`src/rtl/simd_alu_pkg.sv`:
```
// Shared encodings and lane-mask helpers for the pipelined SIMD 4-operand adder.
// The lane masks are built for exactly four physical LaneW segments.
package simd_alu_pkg;

  localparam int NUM_LANES = 4;

  typedef enum logic [1:0] {
    OP_SUM4  = 2'b00,
    OP_SUM4C = 2'b01,
    OP_ACC   = 2'b10,
    OP_LOAD  = 2'b11
  } op_e;

  typedef enum logic [1:0] {
    MODE_1L   = 2'b00,
    MODE_2L   = 2'b01,
    MODE_4L   = 2'b10,
    MODE_RSVD = 2'b11
  } mode_e;

  // Bit i set: physical segment i is the lowest segment of a lane (carries stop below it).
  function automatic logic [NUM_LANES-1:0] lane_base_mask(input logic [1:0] mode);
    logic [NUM_LANES-1:0] m;
    case (mode)
      MODE_2L: m = 4'b0101;
      MODE_4L: m = 4'b1111;
      default: m = 4'b0001;
    endcase
    return m;
  endfunction

  // Bit i set: physical segment i is the top segment of a lane (where guard bits live).
  function automatic logic [NUM_LANES-1:0] lane_top_mask(input logic [NUM_LANES-1:0] base);
    return {1'b1, base[NUM_LANES-1:1]};
  endfunction

endpackage

```
`src/rtl/simd_lane_adder.sv`:
```
// Combinational lane-segmented adder: a + b (+ cin into segment 0), carries confined to
// lanes, with 2 guard bits per lane held at the lane's top segment.
module simd_lane_adder #(
  parameter int Width    = 48,
  parameter int NumLanes = 4
) (
  input  logic [Width-1:0]      a,
  input  logic [Width-1:0]      b,
  input  logic [2*NumLanes-1:0] ga,
  input  logic [2*NumLanes-1:0] gb,
  input  logic [1:0]            cin,
  input  logic [NumLanes-1:0]   base_mask,
  input  logic [NumLanes-1:0]   top_mask,
  output logic [Width-1:0]      sum,
  output logic [2*NumLanes-1:0] gsum
);

  localparam int LaneW = Width / NumLanes;

  always_comb begin
    logic [1:0]       carry;
    logic [LaneW+1:0] seg;
    carry = 2'b00;
    seg   = '0;
    sum   = '0;
    gsum  = '0;
    for (int i = 0; i < NumLanes; i++) begin
      // A lane base restarts the carry chain; only the lowest lane may see cin.
      if (base_mask[i]) carry = (i == 0) ? cin : 2'b00;
      seg = {2'b00, a[i*LaneW +: LaneW]} + {2'b00, b[i*LaneW +: LaneW]}
          + {{LaneW{1'b0}}, carry};
      sum[i*LaneW +: LaneW] = seg[LaneW-1:0];
      carry = seg[LaneW+1:LaneW];
      if (top_mask[i]) gsum[2*i +: 2] = ga[2*i +: 2] + gb[2*i +: 2] + carry;
    end
  end

endmodule

```
`src/rtl/simd_alu4_pipe.sv`:
```
// Pipelined SIMD W+X+Y+Z adder/accumulator: input capture, W+X+Y stage, result stage
// with a single-cycle accumulator loop. Latency 2 edges after acceptance.
module simd_alu4_pipe
  import simd_alu_pkg::*;
#(
  parameter int Width    = 48,
  parameter int NumLanes = 4
) (
  input  logic                  clk,
  input  logic                  reset,
  input  logic                  in_valid,
  input  logic [Width-1:0]      W,
  input  logic [Width-1:0]      X,
  input  logic [Width-1:0]      Y,
  input  logic [Width-1:0]      Z,
  input  logic [1:0]            op,
  input  logic [1:0]            simd_mode,
  input  logic [1:0]            cin,
  output logic                  out_valid,
  output logic [Width-1:0]      S,
  output logic [2*NumLanes-1:0] cout,
  output logic [1:0]            cascade_cout
);

  // Valid semantics: a sample is taken on every edge where in_valid=1 (no ready, no stall);
  // its valid bit rides each stage and out_valid pulses for exactly one cycle per sample.

  logic             v_in_q;
  logic [Width-1:0] w_q, x_q, y_q, z_q;
  logic [1:0]       op_q, mode_q, cin_q;

  always_ff @(posedge clk) begin
    if (reset) begin
      v_in_q <= 1'b0;
      w_q    <= '0;
      x_q    <= '0;
      y_q    <= '0;
      z_q    <= '0;
      op_q   <= 2'b00;
      mode_q <= 2'b00;
      cin_q  <= 2'b00;
    end else begin
      v_in_q <= in_valid;
      if (in_valid) begin
        w_q    <= W;
        x_q    <= X;
        y_q    <= Y;
        z_q    <= Z;
        op_q   <= op;
        mode_q <= simd_mode;
        cin_q  <= cin;
      end
    end
  end

  logic [NumLanes-1:0]   base1, top1;
  logic [Width-1:0]      wx_sum, p_sum;
  logic [2*NumLanes-1:0] wx_g, p_g;

  assign base1 = lane_base_mask(mode_q);
  assign top1  = lane_top_mask(base1);

  simd_lane_adder #(.Width(Width), .NumLanes(NumLanes)) u_add_wx (
    .a(w_q), .b(x_q), .ga('0), .gb('0), .cin(2'b00),
    .base_mask(base1), .top_mask(top1), .sum(wx_sum), .gsum(wx_g)
  );

  simd_lane_adder #(.Width(Width), .NumLanes(NumLanes)) u_add_p (
    .a(wx_sum), .b(y_q), .ga(wx_g), .gb('0), .cin(2'b00),
    .base_mask(base1), .top_mask(top1), .sum(p_sum), .gsum(p_g)
  );

  logic                  v_p_q;
  logic [Width-1:0]      p_q, z_p_q;
  logic [2*NumLanes-1:0] pg_q;
  logic [1:0]            op_p_q, mode_p_q, cin_p_q;

  always_ff @(posedge clk) begin
    if (reset) begin
      v_p_q    <= 1'b0;
      p_q      <= '0;
      pg_q     <= '0;
      z_p_q    <= '0;
      op_p_q   <= 2'b00;
      mode_p_q <= 2'b00;
      cin_p_q  <= 2'b00;
    end else begin
      v_p_q <= v_in_q;
      if (v_in_q) begin
        p_q      <= p_sum;
        pg_q     <= p_g;
        z_p_q    <= z_q;
        op_p_q   <= op_q;
        mode_p_q <= mode_q;
        cin_p_q  <= cin_q;
      end
    end
  end

  // Result stage: the accumulator is reinterpreted by this sample's own lane layout.
  logic [Width-1:0]      acc_q;
  logic [NumLanes-1:0]   base2, top2;
  logic [Width-1:0]      add_b, add_sum, res_s;
  logic [2*NumLanes-1:0] add_g, res_c;
  logic [1:0]            add_cin;

  assign base2 = lane_base_mask(mode_p_q);
  assign top2  = lane_top_mask(base2);

  always_comb begin
    add_b   = (op_p_q == OP_ACC) ? acc_q : z_p_q;
    add_cin = (op_p_q == OP_SUM4C) ? cin_p_q : 2'b00;
  end

  simd_lane_adder #(.Width(Width), .NumLanes(NumLanes)) u_add_res (
    .a(p_q), .b(add_b), .ga(pg_q), .gb('0), .cin(add_cin),
    .base_mask(base2), .top_mask(top2), .sum(add_sum), .gsum(add_g)
  );

  always_comb begin
    res_s = add_sum;
    res_c = add_g;
    if (op_p_q == OP_LOAD) begin
      res_s = z_p_q;
      res_c = '0;
    end
  end

  always_ff @(posedge clk) begin
    if (reset) begin
      out_valid    <= 1'b0;
      S            <= '0;
      cout         <= '0;
      cascade_cout <= 2'b00;
      acc_q        <= '0;
    end else begin
      out_valid <= v_p_q;
      if (v_p_q) begin
        S            <= res_s;
        cout         <= res_c;
        cascade_cout <= res_c[2*NumLanes-1 -: 2];
        if (op_p_q == OP_ACC || op_p_q == OP_LOAD) acc_q <= res_s;
      end
    end
  end

endmodule

```
`config.mk`:
```
export PLATFORM = sky130hd
export DESIGN_NAME = simd_alu4_pipe
export DESIGN_NICKNAME = d
export VERILOG_FILES = /design/src/rtl/simd_alu_pkg.sv /design/src/rtl/simd_lane_adder.sv /design/src/rtl/simd_alu4_pipe.sv
export SDC_FILE = /design/constraint.sdc
export NUM_CORES = 1
export LEC_CHECK = 0
export ABC_AREA = 1
export BUFFER_PORTS_ARGS = -buffer_cell sky130_fd_sc_hd__buf_2
export CAP_MARGIN = 20
export CORE_MARGIN = 2
export CORE_UTILIZATION = 45
export DETAILED_ROUTE_END_ITERATION = 10
export SYNTH_ARGS = -nofsm -noshare
export SYNTH_HDL_FRONTEND = slang
export SYNTH_HIERARCHICAL = 1
export SYNTH_SLANG_ARGS = --single-unit
```
`constraint.sdc`:
```
create_clock -name clk -period 20.3 [get_ports clk]
set_input_delay 1.015 -clock clk [delete_from_list [all_inputs] [get_ports clk]]
set_output_delay 1.015 -clock clk [all_outputs]
set_load 0.02 [all_outputs]
```
Yosys cells after proc, flatten, opt, wreduce, memory -nomap -nowiden --
Cells that the tools add are included.
Word-level totals: register bits after elaboration 417, bits in latches 0, RAM bits 0, bits in read-only memories 0, input port bits 201, output and inout bits 59, word-level logic and storage cells 84, memories kept 0
Cells by class: add/sub/neg operators 30, multiply operators 0, divide/modulo/power cells 0, magnitude comparators 0, equal/unequal tests 7, shifts and indexed selects 0, mux-type cells 25, bitwise gates (word level) 0, reductions and logical operators 2
Operators with widths (number):
- 12-bit by 12-bit adder with 13-bit output | 12
- 14-bit by 2-bit adder with 14-bit output | 10
- 48-bit two-way mux | 2
- 2-bit two-way mux | 20
- 2-bit adder | 8
- 4-bit case mux with 2 select lines | 2
- 2-bit equality test, second input constant | 4
- 8-bit two-way mux | 1
- 2-bit by 1-bit equality test with 1-bit output, second input constant | 3
- 2-bit AND reduction | 1
- 1-bit logical OR | 1

Logic depth before layout (Yosys ltp) --
Gate-level depths: netlist of run 1.
depth in word-level cells 12, depth in mapped cells 62, mapped depth without buffers 62

Cells and area by module --
The synthesis of run 1 kept the hierarchy.
Modules (own cells, without submodules):
- simd_alu4_pipe | instances 1, cells an instance 2245, area each 16181.8 um^2, seq. area each 8308.0 um^2
- simd_lane_adder at u_add_p | instances 1, cells an instance 573, area each 3573.4 um^2, seq. area each 0.0 um^2
- simd_lane_adder at u_add_wx | instances 1, cells an instance 554, area each 3485.8 um^2, seq. area each 0.0 um^2
- simd_lane_adder at u_add_res | instances 1, cells an instance 546, area each 3482.1 um^2, seq. area each 0.0 um^2

Least setup slack after synthesis of run 1 --
OpenSTA, ideal clock, no wires.
path kind register to register, start point register w_q[1], end point register pg_q[7], library setup time 70 ps, arrival 8492 ps, required time 20230 ps, path slack 11738 ps, cell stages (with the launch flop) 58, path buffers 0, period minus slack after synthesis 8562 ps, path through dfxtp_1 -> fa_1 -> ha_1 -> inv_1 -> fa_1 -> inv_1 -> nand3_1 -> nand2_1 -> nand3_1 -> nand3_2 -> nand2_1 -> inv_1 -> fa_1 -> ha_1 -> inv_1 -> fa_1 -> inv_1 -> nand3_1 -> (+22 left out) -> xnor2_1 -> ha_1 -> ha_1 -> a21o_1 -> a21oi_1 -> nand3_1 -> nand2_1 -> nand2_1 -> fa_1 -> inv_1 -> nand2_1 -> nand2_1 -> inv_1 -> nand3_1 -> nand2_1 -> nor2_1 -> nand2_1 -> a21oi_1
Between the ends: cells in the longest elaborated chain, start to end 10, elaborated cells between the ends (all ways) 18, those cells by class add/sub (12); mux (6)
Ends and longest elaborated chain:
- from (decl) | RTL line simd_alu4_pipe.sv:29 | logic [Width-1:0] w_q, x_q, y_q, z_q;
- from (signal assigned) | RTL line simd_alu4_pipe.sv:35 | w_q <= '0;
- from (signal assigned) | RTL line simd_alu4_pipe.sv:45 | w_q <= W;
- 12-bit by 12-bit adder with 13-bit output | RTL line simd_lane_adder.sv:30 | seg = {2'b00, a[i*LaneW +: LaneW]} + {2'b00, b[i*LaneW +: LaneW]}
- 2-bit two-way mux | RTL line simd_lane_adder.sv:29 | if (base_mask[i]) carry = (i == 0) ? cin : 2'b00;
- 14-bit by 2-bit adder with 14-bit output | RTL line simd_lane_adder.sv:31 | + {{LaneW{1'b0}}, carry};
- 2-bit two-way mux | RTL line simd_lane_adder.sv:29
- 14-bit by 2-bit adder with 14-bit output | RTL line simd_lane_adder.sv:31
- 2-bit two-way mux | RTL line simd_lane_adder.sv:29
- 14-bit by 2-bit adder with 14-bit output | RTL line simd_lane_adder.sv:31
- net wx_sum[45] | RTL line simd_alu4_pipe.sv:57 | logic [Width-1:0] wx_sum, p_sum;
- 12-bit by 12-bit adder with 13-bit output | RTL line simd_lane_adder.sv:30
- 14-bit by 2-bit adder with 14-bit output | RTL line simd_lane_adder.sv:31
- 2-bit adder | RTL line simd_lane_adder.sv:34 | if (top_mask[i]) gsum[2*i +: 2] = ga[2*i +: 2] + gb[2*i +: 2] + carry;
- net p_g[7] | RTL line simd_alu4_pipe.sv:58 | logic [2*NumLanes-1:0] wx_g, p_g;
- to (signal assigned) | RTL line simd_alu4_pipe.sv:91 | pg_q <= p_g;
- to (decl) | RTL line simd_alu4_pipe.sv:75 | logic [2*NumLanes-1:0] pg_q;
The timed path passes the listed nets, and every way through them passes these cells. A chain may end at the register's enable or synchronous reset.

Final worst setup path of run 1 --
Ends and elaborated chain as after synthesis.

==> flow_summary.yaml, run 1 <==
critical_path:
  cp.required_ps: 20800
  worstPathArrival_ps: 9880
  max_stage_delay_ps: 530
  path_max_fanout: 4
  slowest_stage: "fa_1"
  worst-setup-path-type: "reg2reg"
  cp-start-kind: "register"
  reg2reg_depth: 58
  worstSetupEndpointType: "register"
  path_common_cell: "nand2_1"
synth:
  async_flop_share: 0
  yosys.cell_types.count: 36
  yosys.area_share.adder: 0.1549
  ys.flop_type: "dfxtp_1"
  synthCells: 3918
  synth-seq-area-share: 0.3109
  synth_compound_area_frac: 0.1129
  synthMuxAreaShare: 0
  synth_edf_count: 0
  synth_top_family_by_area: "simple AND/OR/NAND/NOR gates"
  ys_ff_latch: 415
  yosys_warnings: 6
  avgSynthCellArea_um2: 6.821
  synth-xor-area-share: 0.03540
  syn-cell-area_mm2: 0.02672
  synth_simple_gate_area_frac: 0.2815
die:
  initial_core_util: 0.4536
  core_area_mm2: 0.05891
  rows: 89
  ioPinCount: 260
  die_h_um: 247.7
  dieArea_mm2: 0.06135
  die_w_um: 247.7
detailed_routing:
  routedWlPerCell_um: 14.26
  ant_nets: 0
  drcViolationCount: 0
  dr.pass1.iters: 5
  avgViaCountPerCell: 4.876
  vias: 24100
  drt_iter0_markers: 1531
  routed_wl_mm: 70.46
min_path:
  hold_depth: 2
  hold_path.class: "reg2reg"
layout:
  fillers: 6172
  final_cells: 4942
  syn2layout_area_growth_pct: 12.74
  regArea_mm2: 0.008318
  layout_commonest_cell: "nand2_1"
  layout_common_cells: "nand2_1 (1278), inv_1 (492), a21oi_1 (439), dfxtp_1 (411), nor2_1 (264)"
  n_antenna_cell: 0
  nNetsFinal: 4635
  drive_gt1_frac: 0.09954
  multi_input_area_mm2: 0.01583
  design_area_mm2: 0.03013
timing:
  min_period_over_period: 0.4623
  fin_setup_tns_ps: 0
  setup_viol_count_final: 0
  rsz0062_at_grt: "false"
  maxSlewHeadroom: 0.2642
  hold_violations: 0
  worstMarginPinSlew_ps: 1104
  fmax_mhz: 106.6
  drv_slew: 0
  min_period_ps: 9384
  setup_slack_ps: 10920
  clock_skew_ps: 11.04
power:
  power.switching_w: 0.0006148
  combPwrFrac: 0.165
  swShare: 0.2853
  power.total_w: 0.002155
  internal_power_w: 0.001540
  vdd_drop_max_mv: 0.06501
  clockPowerShare: 0.425
  seqPwrFrac: 0.409
  power_leakage_nw: 15.26
  cellPowerDensity_mw_per_mm2: 71.53
global_route:
  grt_max_degree: 151
  grt_pass1_wl_mm: 115.2
  grt_pass1_vias: 22340
  grt_usage: 0.2305
  grt-ovfl-total: 0
  antenna_found_initial: 0
place:
  dp_cells: 4854
  post-dp-hpwl_mm: 50.61
  dpl_cell_area_mm2: 0.02844
  portBuffers: 259
  gp_congestion: 0.9083
  dp_slack_ps: 10900
clock_network:
  cts_setup_buffers: 0
  root_buffer: "clkbuf_16"
  cts_made_buffers: 48
  clockBufferDepth: 3
  cts_tree: "built"
  cts_resized: 0
  htreeDepth: 2
  clk_pin_slew_ps: 60
  clk_latency_ps: 580
  cts_hold_buf: 0
  cts_sinks: 415
run_status:
  outcome: "finished, final reports clean"
flow_run:
  maxCapViolations: 0
[cells in the mapped netlist, types with 6 or more instances]
cell type	count	area [um2]
a21boi_0	6	45.04
a21o_1	13	97.59
a21oi_1	439	2197
a21oi_2	8	70.07
a31oi_1	10	62.56
buf_1	6	22.52
buf_2	93	465.5
buf_4	29	217.7
buf_6	8	90.09
clkbuf_1	30	112.6
dfxtp_1	415	8308
fa_1	48	960.9
ha_1	254	3178
inv_1	493	1851
nand2_1	1279	4801
nand2_2	11	68.82
nand3_1	248	1241
nand3_2	13	130.1
nand3b_1	7	52.55
nand4_1	29	181.4
nor2_1	264	991.0
o21ai_0	46	230.2
o21ai_1	24	120.1
o21bai_1	13	97.59
xnor2_1	59	516.8
xor2_1	49	429.2
[critical path, delay by kind of cell, from the launching register on]
kind | cells | cell delay [ps]
buffers and inverters | 12 | 830
AO/OA/AOI/OAI | 5 | 900
flip-flops | 1 | 330
adder cells (fa/ha/maj) | 15 | 4990
AND/OR/NAND/NOR | 25 | 2070
XOR/XNOR | 1 | 150
[final cells by class]
class	instances	area share
repair buffers	278	0.04896
multi-input cells	2890	0.5254
inverters	499	0.06238
clock inverters	25	0.01071
clock buffers	62	0.04431
flip-flops and latches	415	0.2761
well taps	773	0.03210
[registers in the layout, summed over array words and instances, names as in the netlist]
name	flops
cin_q	2
z_q	48
y_q	48
mode_q	2
op_q	2
v_p_q	1
op_p_q	2
cout	8
acc_q	48
pg_q	8
out_valid	1
S	48
p_q	48
w_q	48
cin_p_q	2
x_q	48
z_p_q	48
mode_p_q	2
v_in_q	1
[logic make-up after synthesis]
| logic type | after synthesis |
|---|---|
| simple gates | 1858 |
| buf+inv | 665 |
| compound gates | 568 |
| flops | 415 |
| fa+ha+maj | 302 |
| xor+xnor | 108 |
| other cells | 2 |
[power by group through the flow]
stage	combinational (W)	clock (W)	sequential, W
final	0.000356	0.000916	0.000882
after global routing	0.000410	0.000975	0.000886
after CTS	0.000358	0.000944	0.000882
after detailed placement	0.000353	0	0.000899
after global placement	0.000355	0	0.000899
after floorplan	0.000254	0	0.000895
[worst paths after layout]
check,end,slack [ps],from
worst min-delay path,cin_p_q[1]$_SDFFE_PP0P_,460,cin_q[1]$_SDFFE_PP0P_
worst min register to register,cin_p_q[1]$_SDFFE_PP0P_,460,cin_q[1]$_SDFFE_PP0P_
worst max register to register,pg_q[7]$_SDFFE_PP0P_,10920,w_q[1]$_SDFFE_PP0P_
worst max-delay path,pg_q[7]$_SDFFE_PP0P_,10920,w_q[1]$_SDFFE_PP0P_
[stage by stage]
| stage | hold WS (ps) | utilization |
|---|---|---|
| final | 460.5 | 0.5114 |
| after global placement | 448.6 | 0.4828 |
| after CTS | 461.6 | 0.5110 |
| after global routing | 475.5 | 0.5114 |
| after detailed placement | 452.1 | 0.4828 |
| after floorplan | 435.2 | - |
[routing by layer]
metal | share of wire | vias up | track usage
met5 | 0 | - | 0
met4 | 0.018 | 0 | 0.05125
met3 | 0.048 | 82 | 0.02844
met2 | 0.41 | 487 | 0.3442
met1 | 0.53 | 10760 | 0.3510
li1 | - | 12770 | -
Power figures use the tool's default switching activity.
==> run 2, diff against run 1 <==
ABC_AREA = 0   (was 1)
clock period = 9.4 ns   (was 20.3 ns; I/O delays follow)
==> flow_summary.yaml, run 2 <==
run_status:
  outcome: "finished, violations left"
  violations: "setup timing"
timing:
  min_period_ps: 10170
  drv_slew: 0
  min_period_over_period: 1.082
  setup_viol_count_final: 6
  setup_slack_ps: -766.2
  fmax_mhz: 98.36
  fin_setup_tns_ps: -2509
  clock_skew_ps: 25.30
  maxSlewHeadroom: 0.2893
  hold_violations: 0
  rsz0062_at_grt: "true"
  worstMarginPinSlew_ps: 1066
synth:
  yosys.cell_count.top_type: "nor2_1"
  synth_largest_area_cell: "dfxtp_1"
  ys_ff_latch: 415
  yosys_warnings: 6
  syn-cell-area_mm2: 0.02573
  yosys.cell_types.count: 80
  avgSynthCellArea_um2: 9.184
  yosys-top-cells-area: "dfxtp_1 (32%), mux2i_1 (14%), ha_1 (12%)"
  yosys.area.top_type_share: 0.3229
  synthCells: 2802
  synth-seq-area-share: 0.3229
  ys.flop_type: "dfxtp_1"
  async_flop_share: 0
  synth_edf_count: 0
  synth_common_cells: "nor2_1 (500), dfxtp_1 (415), mux2i_1 (362)"
place:
  dp_slack_ps: -1101
  gp_congestion: 0.9023
  portBuffers: 259
  post-dp-hpwl_mm: 48.10
global_route:
  grt_pass1_wl_mm: 105.3
  grt_usage: 0.2147
  met3_usage: 0.02831
  grt_pass1_vias: 20530
  use_met1: 0.3090
  grt_max_degree: 155
  grt-ovfl-total: 0
  grt_use_met2: 0.3402
  antenna_found_initial: 3
  grt-busiest-layer: "met2"
clock_network:
  cts_tree: "built"
  cts_made_buffers: 47
  root_buffer: "clkbuf_16"
  clockBufferDepth: 3
  clk_latency_ps: 590
  clk_pin_slew_ps: 60
  cts_sinks: 415
  htreeDepth: 2
critical_path:
  worstSetupEndpointType: "register"
  worstPathArrival_ps: 10600
  path_common_cell: "fa_2"
  worst-setup-path-type: "reg2reg"
  max_stage_delay_ps: 520
  cp.required_ps: 9840
  cp-start-kind: "register"
  slowest_stage: "or4b_4"
  path_max_fanout: 3
min_path:
  hold_path.class: "in2reg"
die:
  core_area_mm2: 0.05650
  dieArea_mm2: 0.05911
  initial_core_util: 0.4555
  die_h_um: 243.1
  die_w_um: 243.1
  ioPinCount: 260
  rows: 87
detailed_routing:
  routed_wl_mm: 65.88
  avgViaCountPerCell: 5.167
  routedWlPerCell_um: 16.19
  vias: 21030
  drcViolationCount: 0
  dr.pass1.iters: 5
  drt_iter0_markers: 762
  ant_nets: 0
layout:
  drive_gt1_frac: 0.2637
  layout_common_cells: "nor2_1 (494), dfxtp_1 (408), mux2i_1 (361), buf_2 (257), buf_4 (238)"
  nNetsFinal: 3776
  syn2layout_area_growth_pct: 25.86
  layout_commonest_cell: "nor2_1"
power:
  power_leakage_nw: 14.60
  vdd_drop_max_mv: 0.1350
  cellPowerDensity_mw_per_mm2: 156.2
flow_run:
  maxCapViolations: 0
[run 2: cell types whose count changed after synthesis, moves of 27 or more]
cell and change:
nand3_1 -206, inv_1 -334, mux2i_1 +362, buf_2 -51, a311oi_1 +29, mux2_2 +45
xnor2_1 +31, nor3_1 +27, a21oi_1 -331, nand2b_1 +29, nor2_1 +236, nand2_1 -1121
a211oi_1 +58
[run 2: final timing paths]
check,depth (start not counted),from,endpoint,slack [ps]
worst max-delay path,48,x_q[1]$_SDFFE_PP0P_,pg_q[7]$_SDFFE_PP0P_,-770
worst min-delay path,3,Z[35],z_q[35]$_SDFFE_PP0P_,110
worst max register to register,48,x_q[1]$_SDFFE_PP0P_,pg_q[7]$_SDFFE_PP0P_,-770
worst min register to register,2,S[3]$_SDFFE_PP0P_,S[3]$_SDFFE_PP0P_,480
[run 2: area by class of cell]
cell class	instances	area [um2]
diodes	3	7.507
clock inverters	26	391.6
fillers	4928	24110
repair buffers	505	3222
clock buffers	61	1361
multi-input cells	2145	17540
well taps	756	945.9
flip-flops and latches	415	8324
inverters	159	596.8
[run 2: critical path, delay by kind of cell, from the launching register on]
kind                     cells  cell delay, ps
AO/OA/AOI/OAI               13            2430
XOR/XNOR                     4             650
adder cells (fa/ha/maj)     13            4060
buffers and inverters        5             360
flip-flops                   1             330
multiplexers                 1             120
AND/OR/NAND/NOR             12            2080
[run 2: kinds of logic after synthesis]
group                      share of synthesized area
buffers and inverters                        0.05178
and+or+nand+nor                               0.1420
other                                      0.0002919
muxes                                         0.1618
adders and majority gates                     0.1608
xor gates and xnor gates                     0.04050
AOI/OAI and AO/OA                             0.1199
DFF                                           0.3229
[run 2: per-stage QoR]
step,hold slack [ps],util,instance area (um2),total power [W],cells
after global placement,469.6,0.5163,29170,0.002923,3942
after global routing,93.41,0.5733,32390,0.005314,4070
after floorplan,452.1,-,26070,0.002606,2850
after detailed placement,475.5,0.5163,29170,0.002946,3942
final,106.8,0.5733,32390,0.005060,4070
after CTS,76.16,0.5571,31470,0.005061,4042
[run 2: timing repair]
item / in CTS / in global routing
hold buffers: 0 / 0
endpoints found under the setup margin: 16 / 17
resized for setup: 95 / 130
buffers inserted: 12 / 25
gates cloned: 1 / 0
pin swaps: 73 / 106
[run 2: metal layers]
metal  routed length, um  vias to the layer above
met4                1184                        0
met1               32990                     9960
met3                2468                       70
li1                    -                    10660
met2               29240                      342
met5                   0                        -
[run 2: where the power goes]
part / leakage, nW / internal, W / switching, W / total (W)
Combinational: 10.3 / 0.000506 / 0.000573 / 0.00108
Sequential: 3.40 / 0.00185 / 0.0000753 / 0.00193
Clock: 0.869 / 0.00127 / 0.000782 / 0.00206
Total: 14.6 / 0.00363 / 0.00143 / 0.00506
